### src/rtl/btn_evt_pkg.sv
// rtl/btn_evt_pkg.sv - shared event kinds and record-width helpers for the button event arbiter
package btn_evt_pkg;

  // Width of the kind field inside a queued event record
  localparam int KIND_W = 2;

  typedef enum logic [KIND_W-1:0] {
    EVT_SHORT  = 2'd0,
    EVT_LONG   = 2'd1,
    EVT_REPEAT = 2'd2
  } evt_kind_t;

  // Bits needed to carry a button index (at least one, even for a single button)
  function automatic int btn_idx_w(input int n_btn);
    return (n_btn > 1) ? $clog2(n_btn) : 1;
  endfunction

  // Width of one queued event record: {btn, kind}
  function automatic int evt_rec_w(input int n_btn);
    return btn_idx_w(n_btn) + KIND_W;
  endfunction

endpackage

### src/rtl/btn_event_arbiter_if.sv
// rtl/btn_event_arbiter_if.sv - show-ahead event handshake between the arbiter and its consumer
interface btn_event_arbiter_if #(
  parameter int N_BTN = 5
);
  import btn_evt_pkg::*;

  localparam int BTN_W = btn_idx_w(N_BTN);

  logic             evt_valid_o;
  logic             evt_ready_i;
  logic [BTN_W-1:0] evt_btn_o;
  evt_kind_t        evt_kind_o;

  modport master (
    output evt_valid_o,
    output evt_btn_o,
    output evt_kind_o,
    input  evt_ready_i
  );

  modport slave (
    input  evt_valid_o,
    input  evt_btn_o,
    input  evt_kind_o,
    output evt_ready_i
  );

endinterface

### src/rtl/btn_evt_fifo.sv
// rtl/btn_evt_fifo.sv - synchronous show-ahead event queue with occupancy count
module btn_evt_fifo #(
  parameter int DEPTH = 8,
  parameter int WIDTH = 5
) (
  input  logic                     clk,
  input  logic                     arst_n,
  input  logic                     push,
  input  logic [WIDTH-1:0]         push_data,
  input  logic                     pop,
  output logic [WIDTH-1:0]         head_data,
  output logic                     head_valid,
  output logic                     full,
  output logic [$clog2(DEPTH):0]   level
);

  localparam int AW = $clog2(DEPTH);
  localparam logic [AW:0] DEPTH_C = (AW+1)'(DEPTH);

  logic [WIDTH-1:0] mem [DEPTH];
  logic [AW-1:0]    wr_ptr;
  logic [AW-1:0]    rd_ptr;
  logic             do_push;
  logic             do_pop;

  assign head_valid = (level != '0);
  assign full       = (level == DEPTH_C);
  assign do_push    = push & ~full;
  assign do_pop     = pop & head_valid;

  // Head record is zeroed while empty so downstream never sees stale data
  assign head_data  = head_valid ? mem[rd_ptr] : '0;

  // Storage write; contents are qualified by level so they need no reset
  always_ff @(posedge clk) begin
    if (do_push) begin
      mem[wr_ptr] <= push_data;
    end
  end

  // Pointers wrap naturally at the power-of-two depth; level tracks push minus pop
  always_ff @(posedge clk or negedge arst_n) begin
    if (!arst_n) begin
      wr_ptr <= '0;
      rd_ptr <= '0;
      level  <= '0;
    end else begin
      if (do_push) begin
        wr_ptr <= wr_ptr + AW'(1);
      end
      if (do_pop) begin
        rd_ptr <= rd_ptr + AW'(1);
      end
      case ({do_push, do_pop})
        2'b10:   level <= level + (AW+1)'(1);
        2'b01:   level <= level - (AW+1)'(1);
        default: level <= level;
      endcase
    end
  end

endmodule

### src/rtl/btn_event_arbiter.sv
// rtl/btn_event_arbiter.sv - collects per-button tap/long/repeat events and serialises them round-robin
module btn_event_arbiter
  import btn_evt_pkg::*;
#(
  parameter int N_BTN         = 5,
  parameter int FIFO_DEPTH    = 8,
  parameter int REPEAT_PERIOD = 6250000
) (
  input  logic                          clk,
  input  logic                          arst_n,
  input  logic [N_BTN-1:0]              short_i,
  input  logic [N_BTN-1:0]              long_i,
  input  logic [N_BTN-1:0]              held_i,
  output logic                          ovf_o,
  input  logic                          ovf_clr_i,
  output logic [$clog2(FIFO_DEPTH):0]   level_o,
  btn_event_arbiter_if.master           evt
);

  localparam int BTN_W = btn_idx_w(N_BTN);
  localparam int REC_W = evt_rec_w(N_BTN);
  localparam int CNT_W = $clog2(REPEAT_PERIOD + 1);
  localparam logic [CNT_W-1:0] PERIOD_C = CNT_W'(REPEAT_PERIOD);
  localparam logic [BTN_W-1:0] LAST_BTN = BTN_W'(N_BTN - 1);

  logic [N_BTN-1:0] pend_short;
  logic [N_BTN-1:0] pend_long;
  logic [N_BTN-1:0] pend_rep;

  logic [N_BTN-1:0] rep_armed;
  logic [N_BTN-1:0] rep_fire;
  logic [CNT_W-1:0] rep_cnt [N_BTN];

  logic [BTN_W-1:0] rr_ptr;
  logic             gnt_valid;
  logic [BTN_W-1:0] gnt_btn;
  evt_kind_t        gnt_kind;
  logic [N_BTN-1:0] gnt_short_m;
  logic [N_BTN-1:0] gnt_long_m;
  logic [N_BTN-1:0] gnt_rep_m;
  logic [N_BTN-1:0] drop_m;

  logic             fifo_full;
  logic             head_valid;
  logic [REC_W-1:0] push_rec;
  logic [REC_W-1:0] head_rec;

  // A repeat fires when an armed, still-held button has counted a full period
  always_comb begin
    rep_fire = '0;
    for (int b = 0; b < N_BTN; b++) begin
      rep_fire[b] = rep_armed[b] & held_i[b] & (rep_cnt[b] == PERIOD_C);
    end
  end

  // Repeat timers: long press arms and counts from 1; release disarms at once
  always_ff @(posedge clk or negedge arst_n) begin
    if (!arst_n) begin
      rep_armed <= '0;
      for (int b = 0; b < N_BTN; b++) begin
        rep_cnt[b] <= '0;
      end
    end else begin
      for (int b = 0; b < N_BTN; b++) begin
        if (long_i[b]) begin
          rep_armed[b] <= 1'b1;
          rep_cnt[b]   <= CNT_W'(1);
        end else if (!held_i[b]) begin
          rep_armed[b] <= 1'b0;
          rep_cnt[b]   <= '0;
        end else if (rep_armed[b]) begin
          rep_cnt[b]   <= rep_fire[b] ? CNT_W'(1) : rep_cnt[b] + CNT_W'(1);
        end
      end
    end
  end

  // Round-robin search from rr_ptr; first button with anything pending wins,
  // LONG before SHORT before REPEAT within that button
  always_comb begin
    int               idx;
    logic [BTN_W-1:0] idx_b;
    gnt_valid = 1'b0;
    gnt_btn   = '0;
    gnt_kind  = EVT_SHORT;
    idx       = 0;
    idx_b     = '0;
    for (int k = 0; k < N_BTN; k++) begin
      idx = int'(rr_ptr) + k;
      if (idx >= N_BTN) begin
        idx = idx - N_BTN;
      end
      idx_b = BTN_W'(idx);
      if (!gnt_valid && !fifo_full &&
          (pend_long[idx_b] | pend_short[idx_b] | pend_rep[idx_b])) begin
        gnt_valid = 1'b1;
        gnt_btn   = idx_b;
        if (pend_long[idx_b]) begin
          gnt_kind = EVT_LONG;
        end else if (pend_short[idx_b]) begin
          gnt_kind = EVT_SHORT;
        end else begin
          gnt_kind = EVT_REPEAT;
        end
      end
    end
  end

  // One-hot masks of the pending bit being granted this cycle
  always_comb begin
    gnt_short_m = '0;
    gnt_long_m  = '0;
    gnt_rep_m   = '0;
    if (gnt_valid) begin
      case (gnt_kind)
        EVT_LONG:   gnt_long_m[gnt_btn]  = 1'b1;
        EVT_REPEAT: gnt_rep_m[gnt_btn]   = 1'b1;
        default:    gnt_short_m[gnt_btn] = 1'b1;
      endcase
    end
  end

  // A pulse is lost only when its bit is already set and not leaving this cycle
  assign drop_m = (short_i  & pend_short & ~gnt_short_m)
                | (long_i   & pend_long  & ~gnt_long_m)
                | (rep_fire & pend_rep   & ~gnt_rep_m);

  // Pending bits, round-robin pointer and sticky overflow flag
  always_ff @(posedge clk or negedge arst_n) begin
    if (!arst_n) begin
      pend_short <= '0;
      pend_long  <= '0;
      pend_rep   <= '0;
      rr_ptr     <= '0;
      ovf_o      <= 1'b0;
    end else begin
      pend_short <= (pend_short & ~gnt_short_m) | short_i;
      pend_long  <= (pend_long  & ~gnt_long_m)  | long_i;
      pend_rep   <= (pend_rep   & ~gnt_rep_m)   | rep_fire;
      if (gnt_valid) begin
        rr_ptr <= (gnt_btn == LAST_BTN) ? '0 : gnt_btn + BTN_W'(1);
      end
      if (|drop_m) begin
        ovf_o <= 1'b1;
      end else if (ovf_clr_i) begin
        ovf_o <= 1'b0;
      end
    end
  end

  assign push_rec = {gnt_btn, gnt_kind};

  btn_evt_fifo #(
    .DEPTH (FIFO_DEPTH),
    .WIDTH (REC_W)
  ) u_fifo (
    .clk        (clk),
    .arst_n     (arst_n),
    .push       (gnt_valid),
    .push_data  (push_rec),
    .pop        (evt.evt_ready_i),
    .head_data  (head_rec),
    .head_valid (head_valid),
    .full       (fifo_full),
    .level      (level_o)
  );

  assign evt.evt_valid_o = head_valid;
  assign evt.evt_btn_o   = head_rec[REC_W-1:KIND_W];
  assign evt.evt_kind_o  = evt_kind_t'(head_rec[KIND_W-1:0]);

endmodule
### src/flat_wrapper.sv
// flat-port wrapper written by rule: the top's interface ports become plain ports
module btn_event_arbiter_flat import btn_evt_pkg::*;
#(
  parameter int N_BTN         = 5,
  parameter int FIFO_DEPTH    = 8,
  parameter int REPEAT_PERIOD = 6250000
)
  (clk, arst_n, short_i, long_i, held_i, ovf_o, ovf_clr_i, level_o, evt_evt_valid_o, evt_evt_btn_o, evt_evt_kind_o, evt_evt_ready_i);
  btn_event_arbiter_if #(.N_BTN(N_BTN)) evt_i ();
  input  logic clk;
  input  logic arst_n;
  input  logic [N_BTN-1:0] short_i;
  input  logic [N_BTN-1:0] long_i;
  input  logic [N_BTN-1:0] held_i;
  output logic ovf_o;
  input  logic ovf_clr_i;
  output logic [$clog2(FIFO_DEPTH):0] level_o;
  output wire logic [$bits(evt_i.evt_valid_o)-1:0] evt_evt_valid_o;
  output wire logic [$bits(evt_i.evt_btn_o)-1:0] evt_evt_btn_o;
  output wire logic [$bits(evt_i.evt_kind_o)-1:0] evt_evt_kind_o;
  input wire logic [$bits(evt_i.evt_ready_i)-1:0] evt_evt_ready_i;
  assign evt_evt_valid_o = evt_i.evt_valid_o;
  assign evt_evt_btn_o = evt_i.evt_btn_o;
  assign evt_evt_kind_o = evt_i.evt_kind_o;
  assign evt_i.evt_ready_i = evt_evt_ready_i;
  btn_event_arbiter #(.N_BTN(N_BTN), .FIFO_DEPTH(FIFO_DEPTH), .REPEAT_PERIOD(REPEAT_PERIOD)) u_core (.clk(clk), .arst_n(arst_n), .short_i(short_i), .long_i(long_i), .held_i(held_i), .ovf_o(ovf_o), .ovf_clr_i(ovf_clr_i), .level_o(level_o), .evt(evt_i));
endmodule
### config.mk
export PLATFORM = sky130hd
export DESIGN_NAME = btn_event_arbiter_flat
export DESIGN_NICKNAME = d
export VERILOG_FILES = /design/src/rtl/btn_evt_pkg.sv /design/src/rtl/btn_event_arbiter_if.sv /design/src/rtl/btn_evt_fifo.sv /design/src/rtl/btn_event_arbiter.sv /design/src/flat_wrapper.sv
export SDC_FILE = /design/constraint.sdc
export NUM_CORES = 1
export LEC_CHECK = 0
export CAP_MARGIN = 20
export CORE_MARGIN = 2
export CORE_UTILIZATION = 45
export CTS_BUF_LIST = sky130_fd_sc_hd__clkbuf_8 sky130_fd_sc_hd__clkbuf_16
export CTS_CLUSTER_SIZE = 12
export DETAILED_ROUTE_END_ITERATION = 6
export SETUP_SLACK_MARGIN = 0.15
export SKIP_CTS_REPAIR_TIMING = 1
export SLEW_MARGIN = 20
export SYNTH_ARGS = -nofsm -noshare
export SYNTH_HDL_FRONTEND = slang
export SYNTH_SLANG_ARGS = --single-unit
### constraint.sdc
create_clock -name clk -period 12.8 [get_ports clk]
set_input_delay 2.56 -clock clk [delete_from_list [all_inputs] [get_ports clk]]
set_output_delay 2.56 -clock clk [all_outputs]
set_load 0.03 [all_outputs]
==> results.md <==
- Row cnt: 58
- CP max stage delay: 0.85 ns
- Cell Area, Synth: 11650 um2
- Clock root buffer: clkbuf_16
- Crit Path Max Fanout: 22
- Drt pass-1 iters: 5
- Detail-routed net length per standard cell: 17.72 um
- Maximum VDD drop: 0.1824 mV
- CP arrival: 6.51 ns
- Register area: 4930 um2
- Most used cell, CP: ha_1
- Unrepaired setup endpoints after global routing: no
- CTS H-tree depth: 4
- Setup ws final: 6.601 ns
- Final period util: 0.4843
- Dpl ws: 6.679 ns
- FMAX: 161.3 MHz
- Distinct cells, synth: 88
- P&R area growth vs syn: 9.995%
- Switching share of power: 0.4521
- CTS tree: built
- Commonest cells post-synth: o21ai_0, nand2_1, dfrtp_1, nor2_1, and3_1
- Worst rel slew slack: 0.3547
- NetSw: 1.362 mW
- Initial core utilization: 0.4601
- GRT Util Overall: 0.2228
- Tmin final: 6.199 ns
- Worst slew pin tran: 0.9606 ns
- CTS buffer count: 17
- Register area share after synthesis: 0.4230
- Cells after Synth: 1306
- Synth area leaders: dfrtp_1, edfxtp_1, o21ai_0
- GPL Wtd Cong: 0.9734
- Die Y: 164.9 um
- Post-synthesis simple-gate area fraction: 0.2353
- Fill cell count: 2344
- DR iter-0 viols: 903
- Internal Dissipation: 1.651 mW
- Detailed placement HPWL: 19.70 mm
- Final std cell area, no fill: 12820 um2
- Multi-input gate area: 6377 um2
- DIE AREA: 27200 um2
- Critical Path Start: u_core.rr_ptr[1]
- Final number of hold-violating endpoints: 0
- Critical Setup Path Class: flop to flop
- Number of I/O pins: 30
- Critical path required time: 13.11 ns
- Clock sink total: 189
- Setup tns final: 0 ns
- Reg clk slew, reported paths: 0.08 ns
- Core ar.: 25330 um2
- Comb pwr share: 0.529
- Initial antenna violation count: 1
- Placed cell area: 12220 um2
- Critical-path cell list: inv_1 -> ha_1 -> ha_1 -> a21oi_1 -> and3_1 -> or3_1 -> o31ai_1 -> nand3b_1 -> nor4_1 -> nor2_1 -> inv_1 -> ha_1 -> ha_1 -> a21o_1 -> a21oi_1 -> xnor2_1 -> nor2_1 -> xor2_1
- PD cells: 235.1 nW/um2
- Largest net degree at the start of global routing: 84
- Buffers & Inverters on Critical Path: 2
- Status: finished, final reports clean
- Ys async rst share: 0.7884
- Complex-gate fraction of the synthesized area: 0.2035
- Clock Tree Buf Depth: 2
- CP Capture Type: flop
- P_leak: 5.248 nW
- Worst skew pair latency: 0.44 ns
- Post-synth EDFFs: 40
- Post-synthesis average cell area: 8.923 um2
- Syn nets: 1354
- Final clock skew: 0.01363 ns
- Final ANT Viol Nets: 0
- Drc violations: 0
- Delay-heaviest family, CP: simple AND/OR/NAND/NOR gates
- Min Hold Slack: 0.4794 ns
- Synth top area share: 0.3199
- Top-count cell post-synth: o21ai_0
- Total power: 3.013 mW
- Combinational family with the most area after synthesis: simple AND/OR/NAND/NOR gates
- Syn. warnings: 0
- Flop pwr share: 0.297
- Slew Limit Fails: 0
- Routed vias: 9977
- Post-Synth Adder-Cell Area: 0.03242
- Hold Path Class: flop to flop
- Critical path startpoint category: flop
- Input/output buffers: 29
- Portion of netlist area occupied by mux cells: 0.05594
- Vias in the first global route: 9267
- NumNets Final: 1350
- Hold Crit Start: u_core.rep_cnt[20]
- Setup violators final: 0
- Top cell type by total area after synthesis: dfrtp_1
- Die width: 164.9 um
- Max-cap viol count: 0
- Share of cells above drive strength 1: 0.07985
- Reg-to-Reg Start: u_core.rr_ptr[1]
- GR Overflow Total: 0
- First-pass GRT wire length: 47.99 mm
- Routed Wire Length: 29.17 mm
- Top FF cell, synth: dfrtp_1
- Via-to-Cell Ratio: 6.061
- Seq cells post-synth: 189
- Synth Area in XOR/XNOR: 0.01353
- Slowest CP cell: dfrtp_1
- Clock power share: 0.174
-- placed cells by master (no fill, tap or decap), types with 11 or more instances in the layout --
master,count
inv_1,32
nor2b_1,11
a21o_1,17
mux2i_1,19
o21ai_0,211
nor2_1,116
edfxtp_1,40
nand2_1,155
nor3_1,24
and2_1,16
a21oi_1,36
nand3_1,42
clkdlybuf4s50_1,28
xor2_1,11
nor4_1,15
mux4_2,18
ha_1,27
clkbuf_16,17
a31oi_1,24
dfrtp_1,149
buf_4,13
nand2b_1,24
nand4_1,29
and3_1,56
-- state kept, by name, indices dropped and copies added (netlist names) --
name / flops
u_core.u_fifo.wr_ptr: 3
u_core.u_fifo.level: 4
u_core.ovf_o: 1
u_core.pend_long: 5
u_core.u_fifo.rd_ptr: 3
u_core.rep_armed: 5
u_core.rep_cnt: 115
u_core.pend_rep: 5
u_core.pend_short: 5
u_core.u_fifo.mem: 40
u_core.rr_ptr: 3
-- cell families after synthesis --
kind of cell / after synthesis
multiplexers: 42
adder cells (fa/ha/maj): 29
buffers and inverters: 100
flip-flops: 189
XOR/XNOR: 18
AO/OA/AOI/OAI: 382
AND/OR/NAND/NOR: 546
-- final cells by class --
type / count / area share
Clock inverter: 13 / 0.009370
Multi-Input combinational cell: 1017 / 0.4975
Clock buffer: 19 / 0.03533
Antenna cell: 1 / 0.0001952
Inverter: 35 / 0.01044
Timing Repair Buffer: 42 / 0.03036
Tap cell: 330 / 0.03221
Sequential cell: 189 / 0.3846
-- path summary, 6_finish.rpt --
kind / end / slack [ns] / depth (start not counted)
setup / recovery: u_core.u_fifo.level[3] / 6.60 / 18
hold / removal: u_core.rep_cnt[20] / 0.48 / 1
setup reg to reg: u_core.u_fifo.level[3] / 6.60 / 18
hold reg to reg: u_core.rep_cnt[20] / 0.48 / 1
max in group asynchronous: u_core.u_fifo.wr_ptr[2] / 9.26 / 2
min in group asynchronous: u_core.rep_cnt[59] / 2.18 / 1
-- metal layers --
metal	wire length, um	global-route usage
met4	495	0.06166
met3	1505	0.03993
met1	13830	0.3195
met5	0	0
met2	13350	0.3480
-- through the flow --
step,instances,util
after floorplan,1306,-
after global placement,1613,0.4822
after detailed placement,1613,0.4827
after CTS,1645,0.5053
after global routing,1645,0.5060
final,1646,0.5061
-- power groups by stage --
| stage | Clock, mW | Combinational [mW] | Sequential, mW |
|---|---|---|---|
| 2_1_floorplan | 0 | 1.23 | 0.839 |
| 3_3_place_gp | 0 | 1.57 | 0.905 |
| 3_5_place_dp | 0 | 1.57 | 0.907 |
| 4_1_cts | 0.537 | 1.58 | 0.894 |
| 5_1_grt | 0.560 | 1.75 | 0.910 |
| 6_report | 0.523 | 1.59 | 0.896 |
No activity file was read; power rests on OpenSTA's default activity.
